==> src/rtl/mem_access_unit_if.sv <==
// Request/response handshake between the execute stage and mem_access_unit.
// The execute stage drives the master side; the load/store unit is the slave.
interface mem_access_unit_if;
  logic        req_valid;
  logic        req_ready;
  logic        req_write;
  logic [1:0]  req_size;
  logic        req_signed;
  logic [31:0] req_addr;
  logic [31:0] req_wdata;
  logic        resp_valid;
  logic [31:0] resp_rdata;
  logic        resp_err;

  modport master (
    output req_valid, req_write, req_size, req_signed, req_addr, req_wdata,
    input  req_ready, resp_valid, resp_rdata, resp_err
  );

  modport slave (
    input  req_valid, req_write, req_size, req_signed, req_addr, req_wdata,
    output req_ready, resp_valid, resp_rdata, resp_err
  );
endinterface

==> src/rtl/mem_access_unit.sv <==
// mem_access_unit: byte/half/word load-store front end for a word-addressed
// data memory. Sub-word stores are done as read-modify-write, sub-word loads
// are lane-extracted and sign/zero-extended. One request in flight at a time.
// Optional feature macro: MEMACC_MISALIGN_TRAP_EN (defined = misaligned
// requests return an error; undefined = low address bits are ignored and the
// access proceeds at the aligned address). The out-of-range check is always on.
module mem_access_unit #(
  parameter int MEM_WORDS = 256
) (
  input  logic               clk,
  input  logic               reset,
  mem_access_unit_if.slave   bus,
  output logic [31:0]        mem_addr,
  output logic               mem_writeEn,
  output logic [31:0]        mem_dataIn,
  input  logic [31:0]        mem_dataOut
);

  localparam logic [31:0] MEM_WORDS_W = 32'(MEM_WORDS);

  typedef enum logic [2:0] {
    IDLE,
    LOAD,
    RMW,
    WRITE,
    DONE
  } state_t;

  state_t      state_q, state_d;
  logic [31:0] addr_q, addr_d;
  logic [31:0] wdata_q, wdata_d;
  logic [31:0] rdata_q, rdata_d;
  logic [31:0] merge_q, merge_d;
  logic [1:0]  size_q, size_d;
  logic        signed_q, signed_d;
  logic        write_q, write_d;
  logic        err_q, err_d;

  logic        req_misaligned;
  logic        req_out_of_range;
  logic        req_is_word;
  logic [7:0]  byte_lane;
  logic [15:0] half_lane;
  logic [31:0] load_value;
  logic [31:0] merge_value;

  // Classify the incoming request: size 11 counts as word, range and alignment checks.
  always_comb begin
    req_is_word      = bus.req_size[1];
    req_out_of_range = ({2'b00, bus.req_addr[31:2]} >= MEM_WORDS_W);
    req_misaligned   = 1'b0;
`ifdef MEMACC_MISALIGN_TRAP_EN
    if (bus.req_size == 2'b01) begin
      req_misaligned = bus.req_addr[0];
    end else if (req_is_word) begin
      req_misaligned = (bus.req_addr[1:0] != 2'b00);
    end
`else
    req_misaligned   = 1'b0;
`endif
  end

  // Lane extraction for loads and lane replacement for read-modify-write stores.
  always_comb begin
    case (addr_q[1:0])
      2'd0:    byte_lane = mem_dataOut[7:0];
      2'd1:    byte_lane = mem_dataOut[15:8];
      2'd2:    byte_lane = mem_dataOut[23:16];
      default: byte_lane = mem_dataOut[31:24];
    endcase
    half_lane = addr_q[1] ? mem_dataOut[31:16] : mem_dataOut[15:0];

    if (size_q == 2'b00) begin
      load_value = {{24{signed_q & byte_lane[7]}}, byte_lane};
    end else if (size_q == 2'b01) begin
      load_value = {{16{signed_q & half_lane[15]}}, half_lane};
    end else begin
      load_value = mem_dataOut;
    end

    merge_value = mem_dataOut;
    if (size_q == 2'b00) begin
      case (addr_q[1:0])
        2'd0:    merge_value[7:0]   = wdata_q[7:0];
        2'd1:    merge_value[15:8]  = wdata_q[7:0];
        2'd2:    merge_value[23:16] = wdata_q[7:0];
        default: merge_value[31:24] = wdata_q[7:0];
      endcase
    end else if (addr_q[1]) begin
      merge_value[31:16] = wdata_q[15:0];
    end else begin
      merge_value[15:0]  = wdata_q[15:0];
    end
  end

  // State register plus request/merge/result registers, cleared asynchronously.
  always_ff @(posedge clk or negedge reset) begin
    if (!reset) begin
      state_q  <= IDLE;
      addr_q   <= 32'h0;
      wdata_q  <= 32'h0;
      rdata_q  <= 32'h0;
      merge_q  <= 32'h0;
      size_q   <= 2'b00;
      signed_q <= 1'b0;
      write_q  <= 1'b0;
      err_q    <= 1'b0;
    end else begin
      state_q  <= state_d;
      addr_q   <= addr_d;
      wdata_q  <= wdata_d;
      rdata_q  <= rdata_d;
      merge_q  <= merge_d;
      size_q   <= size_d;
      signed_q <= signed_d;
      write_q  <= write_d;
      err_q    <= err_d;
    end
  end

  // Next-state logic: errors skip memory, loads read once, sub-word stores read then write.
  always_comb begin
    state_d = state_q;
    case (state_q)
      IDLE: begin
        if (bus.req_valid) begin
          if (req_misaligned || req_out_of_range) begin
            state_d = DONE;
          end else if (!bus.req_write) begin
            state_d = LOAD;
          end else if (req_is_word) begin
            state_d = WRITE;
          end else begin
            state_d = RMW;
          end
        end
      end
      LOAD:    state_d = DONE;
      RMW:     state_d = WRITE;
      WRITE:   state_d = DONE;
      DONE:    state_d = IDLE;
      default: state_d = IDLE;
    endcase
  end

  // Datapath register updates: latch the request on accept, capture read data later.
  always_comb begin
    addr_d   = addr_q;
    wdata_d  = wdata_q;
    rdata_d  = rdata_q;
    merge_d  = merge_q;
    size_d   = size_q;
    signed_d = signed_q;
    write_d  = write_q;
    err_d    = err_q;
    case (state_q)
      IDLE: begin
        if (bus.req_valid) begin
          addr_d   = bus.req_addr;
          wdata_d  = bus.req_wdata;
          size_d   = req_is_word ? 2'b10 : bus.req_size;
          signed_d = bus.req_signed;
          write_d  = bus.req_write;
          err_d    = req_misaligned | req_out_of_range;
          rdata_d  = 32'h0;
        end
      end
      LOAD:    rdata_d = load_value;
      RMW:     merge_d = merge_value;
      default: ;
    endcase
  end

  // Outputs decoded from the current state only.
  always_comb begin
    bus.req_ready  = (state_q == IDLE);
    bus.resp_valid = (state_q == DONE);
    bus.resp_err   = (state_q == DONE) & err_q;
    bus.resp_rdata = ((state_q == DONE) && !write_q) ? rdata_q : 32'h0;
    mem_addr       = (state_q == IDLE) ? 32'h0 : {2'b00, addr_q[31:2]};
    mem_writeEn    = (state_q == WRITE);
    mem_dataIn     = 32'h0;
    if (state_q == WRITE) begin
      mem_dataIn = size_q[1] ? wdata_q : merge_q;
    end
  end

endmodule

==> src/flat_wrapper.sv <==
// flat-port wrapper written by rule: the top's interface ports become plain ports
module mem_access_unit_flat 
#(
  parameter int MEM_WORDS = 256
)
  (clk, reset, mem_addr, mem_writeEn, mem_dataIn, mem_dataOut, bus_req_valid, bus_req_write, bus_req_size, bus_req_signed, bus_req_addr, bus_req_wdata, bus_req_ready, bus_resp_valid, bus_resp_rdata, bus_resp_err);
  mem_access_unit_if bus_i ();
  input  logic clk;
  input  logic reset;
  output logic [31:0] mem_addr;
  output logic mem_writeEn;
  output logic [31:0] mem_dataIn;
  input  logic [31:0] mem_dataOut;
  input wire logic [$bits(bus_i.req_valid)-1:0] bus_req_valid;
  input wire logic [$bits(bus_i.req_write)-1:0] bus_req_write;
  input wire logic [$bits(bus_i.req_size)-1:0] bus_req_size;
  input wire logic [$bits(bus_i.req_signed)-1:0] bus_req_signed;
  input wire logic [$bits(bus_i.req_addr)-1:0] bus_req_addr;
  input wire logic [$bits(bus_i.req_wdata)-1:0] bus_req_wdata;
  output wire logic [$bits(bus_i.req_ready)-1:0] bus_req_ready;
  output wire logic [$bits(bus_i.resp_valid)-1:0] bus_resp_valid;
  output wire logic [$bits(bus_i.resp_rdata)-1:0] bus_resp_rdata;
  output wire logic [$bits(bus_i.resp_err)-1:0] bus_resp_err;
  assign bus_i.req_valid = bus_req_valid;
  assign bus_i.req_write = bus_req_write;
  assign bus_i.req_size = bus_req_size;
  assign bus_i.req_signed = bus_req_signed;
  assign bus_i.req_addr = bus_req_addr;
  assign bus_i.req_wdata = bus_req_wdata;
  assign bus_req_ready = bus_i.req_ready;
  assign bus_resp_valid = bus_i.resp_valid;
  assign bus_resp_rdata = bus_i.resp_rdata;
  assign bus_resp_err = bus_i.resp_err;
  mem_access_unit #(.MEM_WORDS(MEM_WORDS)) u_core (.clk(clk), .reset(reset), .bus(bus_i), .mem_addr(mem_addr), .mem_writeEn(mem_writeEn), .mem_dataIn(mem_dataIn), .mem_dataOut(mem_dataOut));
endmodule
==> config.mk <==
export PLATFORM = sky130hd
export DESIGN_NAME = mem_access_unit_flat
export DESIGN_NICKNAME = d
export VERILOG_FILES = /design/src/rtl/mem_access_unit_if.sv /design/src/rtl/mem_access_unit.sv /design/src/flat_wrapper.sv
export SDC_FILE = /design/constraint.sdc
export NUM_CORES = 1
export LEC_CHECK = 0
export ABC_AREA = 1
export ABC_CLOCK_PERIOD_IN_PS = 1800
export CAP_MARGIN = 20
export CORE_ASPECT_RATIO = 1.2
export CORE_MARGIN = 4
export CORE_UTILIZATION = 45
export DETAILED_ROUTE_END_ITERATION = 7
export GPL_TIMING_DRIVEN = 0
export PLACE_DENSITY = 0.77
export SLEW_MARGIN = 20
export SYNTH_ARGS = -nofsm -noshare
export SYNTH_HDL_FRONTEND = slang
export SYNTH_SLANG_ARGS = --single-unit
export TNS_END_PERCENT = 50
==> constraint.sdc <==
create_clock -name clk -period 1.8 [get_ports clk]
set_clock_uncertainty 0.1 [all_clocks]
set_input_delay 0.54 -clock clk [delete_from_list [all_inputs] [get_ports clk]]
set_output_delay 0.54 -clock clk [all_outputs]
set_load 0.05 [all_outputs]
# Word level (Yosys, flattened, before mapping)
# Index checks and enable logic that the tools add are counted.
op_classes:
  order_cmp: 1
  n_eq_ne: 8
  muxes: 23
  bitwise_logic: 3
  n_reduce_logical: 10
ops:
  columns: ["operator", "n"]
  rows:
  - ["32-bit 2-to-1 mux", 7]
  - ["32-bit case mux with 2 select lines", 1]
  - ["16-bit 2-to-1 mux", 3]
  - ["8-bit 2-to-1 mux", 4]
  - ["30-bit by 9-bit greater-or-equal comparator with 1-bit output, second input constant", 1]
  - ["30-bit 2-to-1 mux", 1]
  - ["8-bit case mux with 3 select lines", 1]
  - ["3-bit 2-to-1 mux", 3]
  - ["3-bit case mux with 3 select lines", 1]
  - ["3-bit by 2-bit equality test with 1-bit output, second input constant", 2]
  - ["2-bit by 1-bit equality test with 1-bit output, second input constant", 2]
  - ["2-bit zero test", 2]
  - ["2-bit AND reduction", 2]
  - ["1-bit AND", 3]
  - ["3-bit by 1-bit equality test with 1-bit output, second input constant", 1]
  - ["3-bit equality test, second input constant", 1]
  - ["3-bit zero test", 1]
  - ["3-bit OR reduction", 1]
  - ["2-bit equality test, second input constant", 1]
  - ["2-bit 2-to-1 mux", 1]
  - ["2-bit inequality test, second input constant", 1]
  - ["2-bit nonzero test", 1]
  - ["2-bit OR reduction", 1]
  - ["1-bit logical AND", 1]
  - ["other kinds (2)", 2]
totals:
  reg_bits: 136
  output_inout_bits: 100

# Logic depth before layout (Yosys ltp)
logic_depth:
  word_depth: 5
  ltp_mapped: 10
  ltp_nobuf: 9

# Worst setup path after synthesis
# OpenSTA, ideal clock, no wires.
synth_timing:
  path_kind: "reg-to-output"
  from: "register u_core.state_q[1]"
  to: "output mem_addr[20]"
  arrival_time_ns: 1.771
  setup_slack_ns: -0.611
  stages_incl_launch_ff: 6
  path_cell_list: "dfrtp_1 -> nor2_2 -> nand2_2 -> inv_2 -> clkbuf_1 -> nor2_1"
synth_between:
  elab_chain_cells: 2
synth_lines:
  columns: ["element", "line", "rtl"]
  rows:
  - ["start, declared", "mem_access_unit.sv:29", "state_t state_q, state_d;"]
  - ["start signal, assigned", "mem_access_unit.sv:109", "state_q <= state_d;"]
  - ["3-bit zero test", null, null]
  - ["via bus_req_ready", "flat_wrapper.sv:20", "output wire logic [$bits(bus_i.req_ready)-1:0] bus_req_ready;"]
  - ["30-bit 2-to-1 mux", "mem_access_unit.sv:180", "mem_addr = (state_q == IDLE) ? 32'h0 : {2'b00, addr_q[31:2]};"]
  - ["end, declared", "flat_wrapper.sv:10", "output logic [31:0] mem_addr;"]
# The timed path passes the listed nets, and every way through them passes these cells.

# Worst setup path in the final report
layout_timing:
  from: "register u_core.state_q[0]"
  to: "output bus_resp_rdata[26]"
layout_between:
  elab_chain_cells: 3
layout_lines:
  columns: ["element", "line", "rtl"]
  rows:
  - ["3-bit equality test", "mem_access_unit.sv:179", "bus.resp_rdata = ((state_q == DONE) && !write_q) ? rdata_q : 32'h0;"]
  - ["1-bit logical AND", "mem_access_unit.sv:179", null]
  - ["32-bit 2-to-1 mux", "mem_access_unit.sv:179", null]
  - ["end, declared", "flat_wrapper.sv:22", "output wire logic [$bits(bus_i.resp_rdata)-1:0] bus_resp_rdata;"]
# Every way passes these cells.

==> impl_metrics.py <==
metrics = {
    "finish": {
        "regArea_um2": 3400,
        "area_growth_pct": 60.1,
        "diodes": 0,
        "finalNonFillerCells": 1716,
        "finalNetCount": 1586,
        "drive_above_1_share_pct": 29.5,
        "final_util_pct": 73.7,
        "fillCellCount": 1323,
        "multiInputGateArea_um2": 4390,
    },
    "timing": {
        "setup_viol": 121,
        "min_period_ns": 2.53,
        "max_freq_ghz": 0.396,
        "fin_ws_ns": -0.727,
        "tightest_slew_ns": 0.607,
        "rsz0062_at_grt": "true",
        "finalMaxSlewViolations": 0,
        "hold_viol": 0,
        "fin_crit_sh_pct": 140,
        "timing.slew.headroom_pct": 59.5,
        "timing.hold.ws_ns": 0.377,
    },
    "placed_design": {
        "hpwl_um": 21800,
        "gp_congestion": 0.957,
        "portBuffers": 200,
        "preCtsSetupSlack_ns": -1.24,
        "dp_cells": 1641,
    },
    "synth": {
        "syn_avg_cell_area_um2": 6.66,
        "synthTopCellsByArea": "dfrtp_1 42%, nand2_1 19%, o21ai_0 7.6%",
        "synth_seq_cells": 136,
        "ys_seq_area_share_pct": 41.9,
        "synth-edff-count": 0,
        "synth.distinct_cells": 28,
        "async_flop_share_pct": 100,
        "syn-cell-area_um2": 8120,
        "yosysTopAreaCell": "dfrtp_1",
        "synth_common_cells": "409 x nand2_1, 162 x inv_1, 136 x dfrtp_1",
        "synth_cells": 1219,
        "synthMostInstantiatedCell": "nand2_1",
        "synth_warnings": 0,
        "synthFlopType": "dfrtp_1",
        "synthDominantCellAreaShare_pct": 41.9,
    },
    "global_routing": {
        "overflow": 0,
        "grt_first_pass_wirelength_um": 45800,
        "grtUsageTotal_pct": 29.3,
        "grt_start_max_net_pins": 99,
        "antenna_found_initial": 0,
        "grt_pass1_vias": 8519,
    },
    "setup_path": {
        "cp_max_fo": 8,
        "crit_path_end_kind": "output port",
        "worst-setup-path-type": "reg -> out",
        "reg2reg_depth": 9,
        "cp.arrival_ns": 1.89,
        "crit_path_start_kind": "flop",
        "crit_required_ns": 1.16,
    },
    "clocking": {
        "clk_path_buf_depth": 2,
        "cts_buffers": 17,
        "cts_tree": "built",
        "clk_latency_ns": 0.44,
        "clk_pin_slew_worst_paths_ns": 0.06,
        "cts.sinks": 136,
        "cts_root_buf": "clkbuf_16",
        "cts-htree-levels": 4,
    },
    "drt": {
        "vias": 8955,
        "wl_per_cell_um": 18.1,
        "drt_iter0_markers": 577,
        "viasPerCell": 5.22,
        "ant_nets": 0,
        "drt_wl_total_um": 31000,
        "firstDrtPassIters": 5,
        "drc": 0,
    },
    "floorplanning": {
        "io_pins": 203,
        "dieWidth_um": 131,
        "die_area_um2": 20300,
        "start_util_pct": 46.0,
        "die_height_um": 155,
        "core_area_um2": 17600,
        "rows": 53,
    },
    "power": {
        "ir_drop_v": 0.00129,
        "p_leak_nw": 6.19,
        "power.density_nw_per_um2": 1480,
    },
    "outcome": {
        "status": "finished, violations left",
        "violations": "setup timing",
    },
    "min_path": {
        "holdPathStages": 2,
        "hp-class": "reg -> reg",
    },
    "run": {
        "cap_violations": 0,
    },
}
layout make-up:
cell class	instances	share of cell area, %
inverter	175	6.13
timing repair buffer	245	21.6
multi-input combinational	838	33.8
clock buffer	17	3.27
sequential	136	26.2
tap	220	2.12
timing repair inverter	1	0.0481
clock inverter	15	1.28
buffer	69	5.54
power by group:
| group | switching (W) | internal [W] | leakage, nW |
|---|---|---|---|
| registers | 0.000650 | 0.00392 | 1.66 |
| logic | 0.00686 | 0.00423 | 4.24 |
| clock network | 0.00150 | 0.00206 | 0.286 |
| total | 0.00902 | 0.0102 | 6.19 |
registers in the layout, indices dropped and copies added (netlist names):
signal           flops
u_core.state_q       3
u_core.err_q         1
u_core.rdata_q      32
u_core.signed_q      1
u_core.wdata_q      32
u_core.merge_q      32
u_core.size_q        2
u_core.addr_q       32
u_core.write_q       1
worst max-delay path, stage by stage, from the launching register on:
cell and delay, ns:
dfrtp_1 0.39, nor2_2 0.15, nand2_2 0.08, or2_4 0.24, buf_12 0.15, clkbuf_16 0.17
nor2_4 0.10, buf_6 0.17
per-stage QoR:
step                power, W  area, µm²  TNS, ns
CTS                   0.0174      12000   -63.13
global route          0.0202      13000   -66.41
detailed placement    0.0131      11000  -107.64
finish                0.0192      13000   -57.56
global placement      0.0130      11000  -818.89
floorplan             0.0105       8680   -16.61
per-layer routing:
metal  GRT usage (%)  share of wire [%]  up-vias  wire, µm
met3            6.39                7.7       68      2390
met2            49.2                 50      375     15600
met4            9.70                3.1        0       972
li1                -                  -     4300         -
met5               0                  0        -         0
met1            37.4                 39     4212     12000
path summary, 6_finish.rpt:
| path | startpoint | end | slack (ns) |
|---|---|---|---|
| max | u_core.state_q[0]$_DFFE_PN0P_ | bus_resp_rdata[26] | -0.73 |
| min | u_core.wdata_q[24]$_DFFE_PN0P_ | u_core.wdata_q[24]$_DFFE_PN0P_ | 0.38 |
| max reg2reg | u_core.state_q[0]$_DFFE_PN0P_ | u_core.rdata_q[19]$_DFFE_PN0P_ | -0.04 |
| min reg2reg | u_core.wdata_q[24]$_DFFE_PN0P_ | u_core.wdata_q[24]$_DFFE_PN0P_ | 0.38 |
| max in group asynchronous | reset | u_core.rdata_q[6]$_DFFE_PN0P_ | 0.34 |
| min in group asynchronous | reset | u_core.wdata_q[26]$_DFFE_PN0P_ | 0.47 |
cell usage in the layout (no fill, tap or decap), types with 4 or more instances in the layout:
cell type / netlist / layout
clkinvlp_4: 0 / 34
nor2_1: 135 / 71
nand3_1: 57 / 56
inv_1: 162 / 130
buf_12: 0 / 13
inv_4: 1 / 4
buf_4: 5 / 38
clkbuf_2: 0 / 5
nand2_2: 7 / 28
clkinv_4: 0 / 6
nor2_2: 2 / 23
o211ai_1: 12 / 12
nand4_1: 9 / 9
buf_2: 37 / 13
clkbuf_4: 0 / 8
o21ai_2: 0 / 19
buf_6: 10 / 76
clkbuf_16: 0 / 24
a21oi_1: 33 / 33
o21ai_1: 35 / 48
nand2_4: 2 / 29
nor2_4: 0 / 43
nand2_1: 409 / 361
buf_8: 0 / 46
dfrtp_1: 136 / 136
nand3_2: 4 / 4
o21ai_0: 123 / 89
inv_2: 11 / 8
clkdlybuf4s50_1: 0 / 101
cell families (layout without fill, tap and decap cells):
group | Yosys count | in the layout | synth area share, %
AND/OR/NAND/NOR | 631 | 631 | 31.8
other | 1 | 2 | 0.0462
flip-flops | 136 | 136 | 41.9
buffers and inverters | 246 | 522 | 13.1
AO/OA/AOI/OAI | 205 | 205 | 13.1
what timing repair did:
action,4_1_cts,5_1_grt
hold buffers,1,0
endpoints found under the hold margin,38,0
pin swaps,5,22
resized for setup,629,340
cloned,2,6
setup endpoints to repair,102,216
setup buffers,17,19
Note: power is estimated with default switching activity, not from simulation.
